--- src/rtl/aes_dec_stream_ctrl.sv ---
// Sequencing controller for the AES-256 inverse-cipher pipeline: gates ciphertext until the
// round keys are valid and drains in-flight blocks at a packet boundary before re-keying.
module aes_dec_stream_ctrl #(
    parameter int KEY_WIDTH      = 256,
    parameter int PIPE_DEPTH     = 14,
    parameter int EXPAND_TIMEOUT = 1024
) (
    input  logic                 clk,
    input  logic                 resetn,
    input  logic [KEY_WIDTH-1:0] s_key_tdata,
    input  logic                 s_key_tvalid,
    output logic                 s_key_tready,
    output logic [KEY_WIDTH-1:0] aes_key_o,
    output logic                 aes_key_valid_o,
    input  logic                 round_keys_valid_i,
    input  logic [127:0]         s_tdata,
    input  logic                 s_tvalid,
    input  logic                 s_tlast,
    output logic                 s_tready,
    output logic [127:0]         m_pipe_tdata,
    output logic                 m_pipe_tvalid,
    output logic                 m_pipe_tlast,
    input  logic                 pipe_out_tvalid_i,
    output logic                 key_loaded_o,
    output logic                 busy_o,
    output logic [1:0]           err_o
);

    // state  | meaning
    // IDLE   | no usable key, waiting for a key handshake
    // EXPAND | key_expansion launched, waiting for round_keys_valid_i rising edge
    // RUN    | keys valid, ciphertext stream open
    // DRAIN  | stream closed at packet boundary, waiting for empty pipeline and new key
    typedef enum logic [1:0] {IDLE, EXPAND, RUN, DRAIN} state_t;

    localparam int CNT_W = $clog2(PIPE_DEPTH + 2);
    localparam int TMR_W = $clog2(EXPAND_TIMEOUT + 1);
    localparam logic [TMR_W-1:0] TMR_LOAD = TMR_W'(EXPAND_TIMEOUT - 1);

    state_t           state;
    logic [CNT_W-1:0] cnt;
    logic [CNT_W-1:0] cnt_nxt;
    logic [TMR_W-1:0] exp_tmr;
    logic             in_pkt;
    logic             in_pkt_nxt;
    logic             rkv_q;
    logic             rkv_rise;
    logic             underflow;
    logic             key_hs;
    logic             beat_acc;

    assign m_pipe_tdata  = s_tdata;
    assign m_pipe_tlast  = s_tlast;
    assign m_pipe_tvalid = beat_acc;

    assign beat_acc   = s_tvalid & s_tready;
    assign key_hs     = s_key_tvalid & s_key_tready;
    assign rkv_rise   = round_keys_valid_i & ~rkv_q;
    assign in_pkt_nxt = beat_acc ? ~s_tlast : in_pkt;
    assign busy_o     = (cnt != '0);

    // A simultaneous accept and pipeline exit cancel out; an exit at zero is an underflow.
    always_comb begin
        cnt_nxt   = cnt;
        underflow = 1'b0;
        if (beat_acc && !pipe_out_tvalid_i) begin
            cnt_nxt = cnt + 1'b1;
        end else if (pipe_out_tvalid_i && !beat_acc) begin
            if (cnt == '0) underflow = 1'b1;
            else           cnt_nxt = cnt - 1'b1;
        end
    end

    always_ff @(posedge clk) begin
        if (!resetn) begin
            state           <= IDLE;
            s_key_tready    <= 1'b1;
            s_tready        <= 1'b0;
            key_loaded_o    <= 1'b0;
            aes_key_o       <= '0;
            aes_key_valid_o <= 1'b0;
            err_o           <= '0;
            cnt             <= '0;
            in_pkt          <= 1'b0;
            rkv_q           <= 1'b0;
            exp_tmr         <= '0;
        end else begin
            rkv_q           <= round_keys_valid_i;
            cnt             <= cnt_nxt;
            in_pkt          <= in_pkt_nxt;
            aes_key_valid_o <= 1'b0;
            if (underflow) err_o[1] <= 1'b1;
            if (key_hs)    aes_key_o <= s_key_tdata;

            case (state)
                IDLE: begin
                    if (key_hs) begin
                        state           <= EXPAND;
                        aes_key_valid_o <= 1'b1;
                        exp_tmr         <= TMR_LOAD;
                        s_key_tready    <= 1'b0;
                    end
                end
                EXPAND: begin
                    // the launch cycle is skipped so a stale level from the old key cannot complete
                    if (!aes_key_valid_o && rkv_rise) begin
                        state        <= RUN;
                        s_tready     <= 1'b1;
                        key_loaded_o <= 1'b1;
                    end else if (exp_tmr == '0) begin
                        state        <= IDLE;
                        err_o[0]     <= 1'b1;
                        s_key_tready <= 1'b1;
                    end else begin
                        exp_tmr <= exp_tmr - 1'b1;
                    end
                end
                RUN: begin
                    if (s_key_tvalid && !in_pkt_nxt) begin
                        state        <= DRAIN;
                        s_tready     <= 1'b0;
                        s_key_tready <= (cnt_nxt == '0);
                    end
                end
                DRAIN: begin
                    if (key_hs) begin
                        state           <= EXPAND;
                        aes_key_valid_o <= 1'b1;
                        exp_tmr         <= TMR_LOAD;
                        s_key_tready    <= 1'b0;
                        key_loaded_o    <= 1'b0;
                    end else begin
                        s_key_tready <= (cnt_nxt == '0);
                    end
                end
                default: state <= IDLE;
            endcase
        end
    end

endmodule

--- config.mk ---
export PLATFORM = sky130hd
export DESIGN_NAME = aes_dec_stream_ctrl
export DESIGN_NICKNAME = d
export VERILOG_FILES = /design/src/rtl/aes_dec_stream_ctrl.sv
export SDC_FILE = /design/constraint.sdc
export NUM_CORES = 1
export LEC_CHECK = 0
export CAP_MARGIN = 20
export CORE_AREA = 2 2 302 304
export DETAILED_ROUTE_END_ITERATION = 12
export DIE_AREA = 0 0 304 306
export PLACE_DENSITY_LB_ADDON = 0.3
export SLEW_MARGIN = 10
export SYNTH_ARGS = -nofsm -noshare
export SYNTH_HDL_FRONTEND = slang
export SYNTH_SLANG_ARGS = --single-unit
--- constraint.sdc ---
create_clock -name clk -period 2.2 [get_ports clk]
set_input_delay 0.44 -clock clk [delete_from_list [all_inputs] [get_ports clk]]
set_output_delay 0.44 -clock clk [all_outputs]
set_load 0.05 [all_outputs]
==> qor.yml, run 1 <==
hold_viol_final: 0
root_buffer: "clkbuf_16"
htree_levels: 2
syn_nets: 1811
grt_usage_pct: 9.16
vias: 10700
first_iter_violations: 355
diodes: 0
clockBufferDepth: 3
peakVddDrop_mv: 0.530
critPathLaunchType: "flop"
antenna_found_initial: 6
gp_congestion: 0.731
dpl.hpwl_um: 33800
power_density_nw_per_um2: 1060
synth_edf_count: 0
ant_nets: 0
synthXorXnorAreaFrac_pct: 0.0793
die_x_um: 304
syn_inst: 1412
holdWs_ps: 435
synth_most_common_cell: "nand2_1"
synth_top_family_by_area: "simple AND/OR/NAND/NOR gates"
wl_um: 44800
drv_cap: 0
hold_depth: 3
end_kind: "output pin"
hold_class: "in -> reg"
fmax_ghz: 0.463
wire_per_inst_um: 14.8
clock-sinks: 281
overflow: 0
async_reset_ff_share_pct: 0
yosysUniqueCellTypes: 46
grt_most_used_layer: "met2"
met3_usage_pct: 3.48
dr.pass1.iters: 5
seq_area_frac_synth_pct: 50.9
yosysTopAreaCellShare_pct: 50.9
rsz0062_at_grt: "yes"
grt_pass1_wl_um: 66200
start_util_pct: 12.3
nFillCells: 10100
syn_area_um2: 11000
crit_fanout: 5
dpl_cell_area_um2: 17200
ctsHoldBuffers: 0
core_um2: 89600
global_route.usage.met1_pct: 9.53
yosys-top-cells-count: "nand2_1, dfxtp_1, a21oi_1"
post-route-period-util_pct: 98.2
synth_area_leaders: "dfxtp_1, nand2_1, a21oi_1"
portBuffers: 527
postSynthAreaPerCell_um2: 7.82
cts_tree: "yes"
design_area_um2: 18300
synthSimpleGateAreaFrac_pct: 20.6
period_needed_ps: 2160
die-area_um2: 93000
synth_ff_type: "dfxtp_1"
final.setup_skew_ps: 6.85
die_h_um: 306
cp_data_arrival_time_ps: 1720
ff2ff_path_depth: 8
timing_worst_setup_path_type: "reg -> out"
drc: 0
cts_inserted_buffers: 37
worst_ep_required_time_ps: 1760
syn_to_final_growth_pct: 65.6
maxSlewViolCount: 0
slew-limit-headroom_pct: 60.7
synthAdderAreaFrac_pct: 0.907
yosys.area.top_type: "dfxtp_1"
finalSetupViolCount: 0
ys_seq_elements: 281
worst_pin_slew_ps: 592
grt_start_max_net_pins: 45
rows: 110
ios: 784
drive_gt1_share_pct: 7.79
cts.reportedPaths.clkPinSlew_ps: 60
grt_use_met2_pct: 16.1
nets: 2222
p_leak_uw: 0.00749
worstSkewPairLatency_ps: 550
synth_mux_area_share_pct: 0.193
drt-vias-per-instance: 3.53
status: "finished, final reports clean"
grt_pass1_vias: 10600
yosys_warnings: 0
synth_compound_area_share_pct: 14.9
[state kept, by name (all words and copies together), names as in the netlist]
signal           cells
aes_key_o          256
aes_key_valid_o      1
cnt                  4
err_o                2
exp_tmr             11
in_pkt               1
key_loaded_o         1
rkv_q                1
s_key_tready         1
s_tready             1
state                2
[worst max-delay path, cell delays in order (launching register included)]
cell     delay (ps)
dfxtp_4         370
inv_4            70
ha_4            150
or3b_4          410
buf_12          170
[final cells by class]
class                      instances  area, µm²  share of cell area, %
tap                             1176       1470                   8.05
clock inverter                    10       66.3                  0.363
clock buffer                      55       1070                   5.83
multi-input combinational        899       4080                   22.3
sequential                       281       5630                   30.8
timing repair buffer             594       5930                   32.4
inverter                          10       47.5                  0.260
[cell families (layout without fill, tap and decap cells)]
family	count (synthesis)	in the layout
adders and majority gates	8	8
muxes	2	2
DFF	281	281
and+or+nand+nor	579	579
AOI/OAI and AO/OA	309	309
buffers and inverters	232	669
xor gates and xnor gates	1	1
[stage by stage]
stage / power, µW / std cells / util (%) / setup TNS (ps) / worst slack, ps
after CTS: 19700 / 3023 / 20.3 / -28.6 / -28.6
after global placement: 13900 / 2958 / 19.2 / -185 / -132
after global routing: 20400 / 3025 / 20.4 / -27.2 / -27.2
final: 19300 / 3025 / 20.4 / 0 / 39.4
after floorplan: 11400 / 1412 / - / 0 / 73.5
after detailed placement: 13900 / 2958 / 19.2 / -117 / -93.2
[report_power, final]
group | leakage (µW) | switching (µW) | internal, µW
Sequential | 0.00231 | 462 | 5860
Combinational | 0.00463 | 4700 | 2570
Clock | 0.000550 | 2390 | 3360
Total | 0.00749 | 7550 | 11800
[metal layers]
layer	share of wire (%)	up-vias
li1	-	5277
met1	38	4816
met2	49	442
met3	8.6	131
met4	4.1	10
met5	0.13	-
[path summary, 6_finish.rpt]
check | startpoint | to | slack (ps)
setup reg to reg | exp_tmr[0]$_SDFFE_PN0P_ | exp_tmr[9]$_SDFFE_PN0P_ | 160
hold reg to reg | aes_key_o[138]$_SDFFE_PN0P_ | aes_key_o[138]$_SDFFE_PN0P_ | 450
setup / recovery | cnt[0]$_SDFF_PN0_ | busy_o | 40
hold / removal | s_key_tdata[46] | aes_key_o[46]$_SDFFE_PN0P_ | 440
[layout by cell type (no fill, tap or decap), drive strengths merged, types with 3 or more instances in the layout]
cell type      netlist  layout
clkbuf              83      55
nand4                4       4
a311oi               8       8
dfxtp              281     281
nand2b               5       5
o21ai                7       7
ha                   8       8
nor2                18      18
dlygate4sd2          0     118
a22oi                3       3
a21oi              267     267
dlymetal6s2s         0      24
buf                139      78
or2                  3       3
nor3                 3       3
a31oi                7       7
and2                 6       6
o31ai                3       3
a211oi               3       3
nand2              526     526
clkinv               1       7
clkdlybuf4s50        0     374
inv                  9      11
[timing repair]
item	in CTS	in global routing
endpoints found under the setup margin	119	25
endpoints found under the hold margin	0	0
setup buffers	0	2
resized for setup	126	29
gates cloned	0	0
pin swaps	1	1
(Power assumes the default switching activity.)
==> inputs of run 2 (changes only) <==
--- a/config.mk
+++ b/config.mk
@@ -7,8 +7,10 @@
 export LEC_CHECK = 0
 export CAP_MARGIN = 20
 export CORE_AREA = 2 2 302 304
+export CTS_BUF_LIST = sky130_fd_sc_hd__clkbuf_16
 export DETAILED_ROUTE_END_ITERATION = 12
 export DIE_AREA = 0 0 304 306
+export GPL_ROUTABILITY_DRIVEN = 0
 export PLACE_DENSITY_LB_ADDON = 0.3
 export SLEW_MARGIN = 10
 export SYNTH_ARGS = -nofsm -noshare
==> run 2 against run 1 <==
Count of clock-buffer cells in the layout fell by 16. Clock skew hardly changed. Maximum frequency increased by 0.71%. Setup slack gained 15 ps. Total power fell by 0.79%. Register-to-register slack gained 20 ps. Combinational power is essentially flat. Largest power group unchanged. Critical path type unchanged. Cell area about the same. Sequential share of layout area about the same.
==> qor.yml, run 2 (synthesized netlist as in run 1, its figures left out) <==
status: "finished, final reports clean"
layout.cells.most_common: "nand2_1"
tns_ps: 0  # unchanged
nFillCells: 10100  # +0.059%
antenna_found_initial: 6  # unchanged
clockBufferDepth: 3  # unchanged
cts_inserted_buffers: 37  # unchanged
grt_pass1_wl_um: 66200  # about the same
fin_util_pct: 20.4  # about the same
switchingPower_uw: 7550  # about the same
overflow: 0  # unchanged
p_sw_share_pct: 39.4  # +0.32 points
largest_reg_flops: 256  # unchanged
drive_gt1_share_pct: 7.68  # -0.11 points
slew-limit-headroom_pct: 60.8  # +0.063 points
diodes: 0  # unchanged
post-route-period-util_pct: 97.5  # -0.69 points
maxSlewViolCount: 0  # unchanged
vias: 10700  # -0.0094%
end_kind: "output pin"
worst_ep_required_time_ps: 1760  # about the same
fmax_ghz: 0.466  # +0.71%
drt-vias-per-instance: 3.53  # about the same
worst_pin_slew_ps: 591  # -0.948 ps
p_leak_uw: 0.00756  # +0.96%
cts_tree: "yes"
design_area_um2: 18300  # about the same
portBuffers: 527  # unchanged
clock-sinks: 281  # unchanged
timing_worst_setup_path_type: "reg -> out"
hold_viol_final: 0  # unchanged
wire_per_inst_um: 14.8  # about the same
period_needed_ps: 2150  # -15.2 ps
drv_cap: 0  # unchanged
grt_pass1_vias: 10600  # +0.066%
worstSkewPairLatency_ps: 540  # about the same
htree_levels: 2  # unchanged
root_buffer: "clkbuf_16"
critPathLaunchType: "flop"
p_clk_share_pct: 29.1  # -0.6 points
rsz0062_at_grt: "yes"
start_util_pct: 12.3  # unchanged
top_register: "aes_key_o"
rows: 110  # unchanged
cts.reportedPaths.clkPinSlew_ps: 60  # about the same
ant_nets: 0  # unchanged
core_um2: 89600  # unchanged
grt_start_max_net_pins: 45  # unchanged
dpl_cell_area_um2: 17200  # unchanged
die-area_um2: 93000  # unchanged
syn_to_final_growth_pct: 65.5  # about the same
final.setup_skew_ps: 6.85  # +0.00406 ps
reg2reg_slack_ps: 180  # +20 ps
die_x_um: 304  # unchanged
dr.pass1.iters: 4  # -1
crit_fanout: 5  # unchanged
grt_usage_pct: 9.16  # unchanged
first_iter_violations: 370  # +4.2%
holdWs_ps: 436  # +1.17 ps
dpl.hpwl_um: 33800  # unchanged
largestRegisters: "aes_key_o: 256 flops, exp_tmr: 11 flops, cnt: 4 flops"
combPwrFrac_pct: 38.0  # +0.4 points
finalSetupViolCount: 0  # unchanged
internal_power_uw: 11600  # -1.3%
peakVddDrop_mv: 0.530  # about the same
cp_data_arrival_time_ps: 1710  # about the same
die_h_um: 306  # unchanged
ios: 784  # unchanged
final_cell_mix: "nand2_1, clkdlybuf4s50_1, dfxtp_1, a21oi_1, dlygate4sd2_1"
wl_um: 44800  # about the same
nets: 2223  # +0.045%
drc: 0  # unchanged
power_frac_seq_pct: 32.9  # +0.2 points
totalPowerFinal_uw: 19200  # -0.79%
hold_class: "in -> reg"
power_density_nw_per_um2: 1050  # -0.71%
==> run 2: worst max-delay path, cell delays in order (launching register included) <==
cell     delay [ps]
dfxtp_4         350
inv_4            70
ha_4            150
or3b_4          420
buf_12          170
==> run 2: layout make-up <==
cell class	count	area, µm²	share of cell area [%]
Clock inverter	26	126	0.691
Multi-Input combinational cell	899	4080	22.3
Timing Repair Buffer	595	5940	32.5
Sequential cell	281	5630	30.8
Inverter	10	50.0	0.274
Tap cell	1176	1470	8.05
Clock buffer	39	976	5.34
==> run 2: worst paths after layout <==
check             cells after the start                      from                         end
setup / recovery                      4         cnt[0]$_SDFF_PN0_                      busy_o
hold / removal                        3           s_key_tdata[50]  aes_key_o[50]$_SDFFE_PN0P_
setup reg to reg                      8   exp_tmr[0]$_SDFFE_PN0P_     exp_tmr[9]$_SDFFE_PN0P_
hold reg to reg                       2  exp_tmr[10]$_SDFFE_PN0P_    exp_tmr[10]$_SDFFE_PN0P_
==> run 2: metal layers <==
metal / up-vias / GRT usage, % / share of wire [%]
met5: - / 0 / 0.13
met4: 10 / 4.56 / 4.2
met3: 136 / 3.48 / 8.6
met2: 419 / 16.1 / 49
met1: 4829 / 9.52 / 38
li1: 5281 / - / -
==> run 2: power by group through the flow <==
stage	Sequential, µW	Clock [µW]	Combinational, µW
2_1_floorplan	8610	0	2820
3_3_place_gp	6430	0	7480
3_5_place_dp	6430	0	7450
4_1_cts	6330	5900	7320
5_1_grt	6420	6040	7830
6_report	6320	5580	7290
==> run 2: what timing repair did <==
item                       CTS  global route
gates resized for setup    125            32
hold buffers                 0             0
setup endpoints to repair  118            27
pin swaps                    1             1
gates cloned                 0             0
setup buffers                0             3
==> run 2: per-stage QoR <==
stage	setup WS, ps	instances
after detailed placement	-93.2	2958
after floorplan	73.5	1412
final	54.5	3026
after global placement	-132	2958
after CTS	-28.6	3023
after global routing	-15.1	3026
==> inputs of run 3 (changes only) <==
--- a/config.mk
+++ b/config.mk
@@ -11,8 +11,8 @@
 export DETAILED_ROUTE_END_ITERATION = 12
 export DIE_AREA = 0 0 304 306
 export GPL_ROUTABILITY_DRIVEN = 0
+export HOLD_SLACK_MARGIN = 0.12
 export PLACE_DENSITY_LB_ADDON = 0.3
-export SLEW_MARGIN = 10
 export SYNTH_ARGS = -nofsm -noshare
 export SYNTH_HDL_FRONTEND = slang
 export SYNTH_SLANG_ARGS = --single-unit
==> results of run 3 <==
The final DEF is identical to that of run 2; final timing and power are the same.
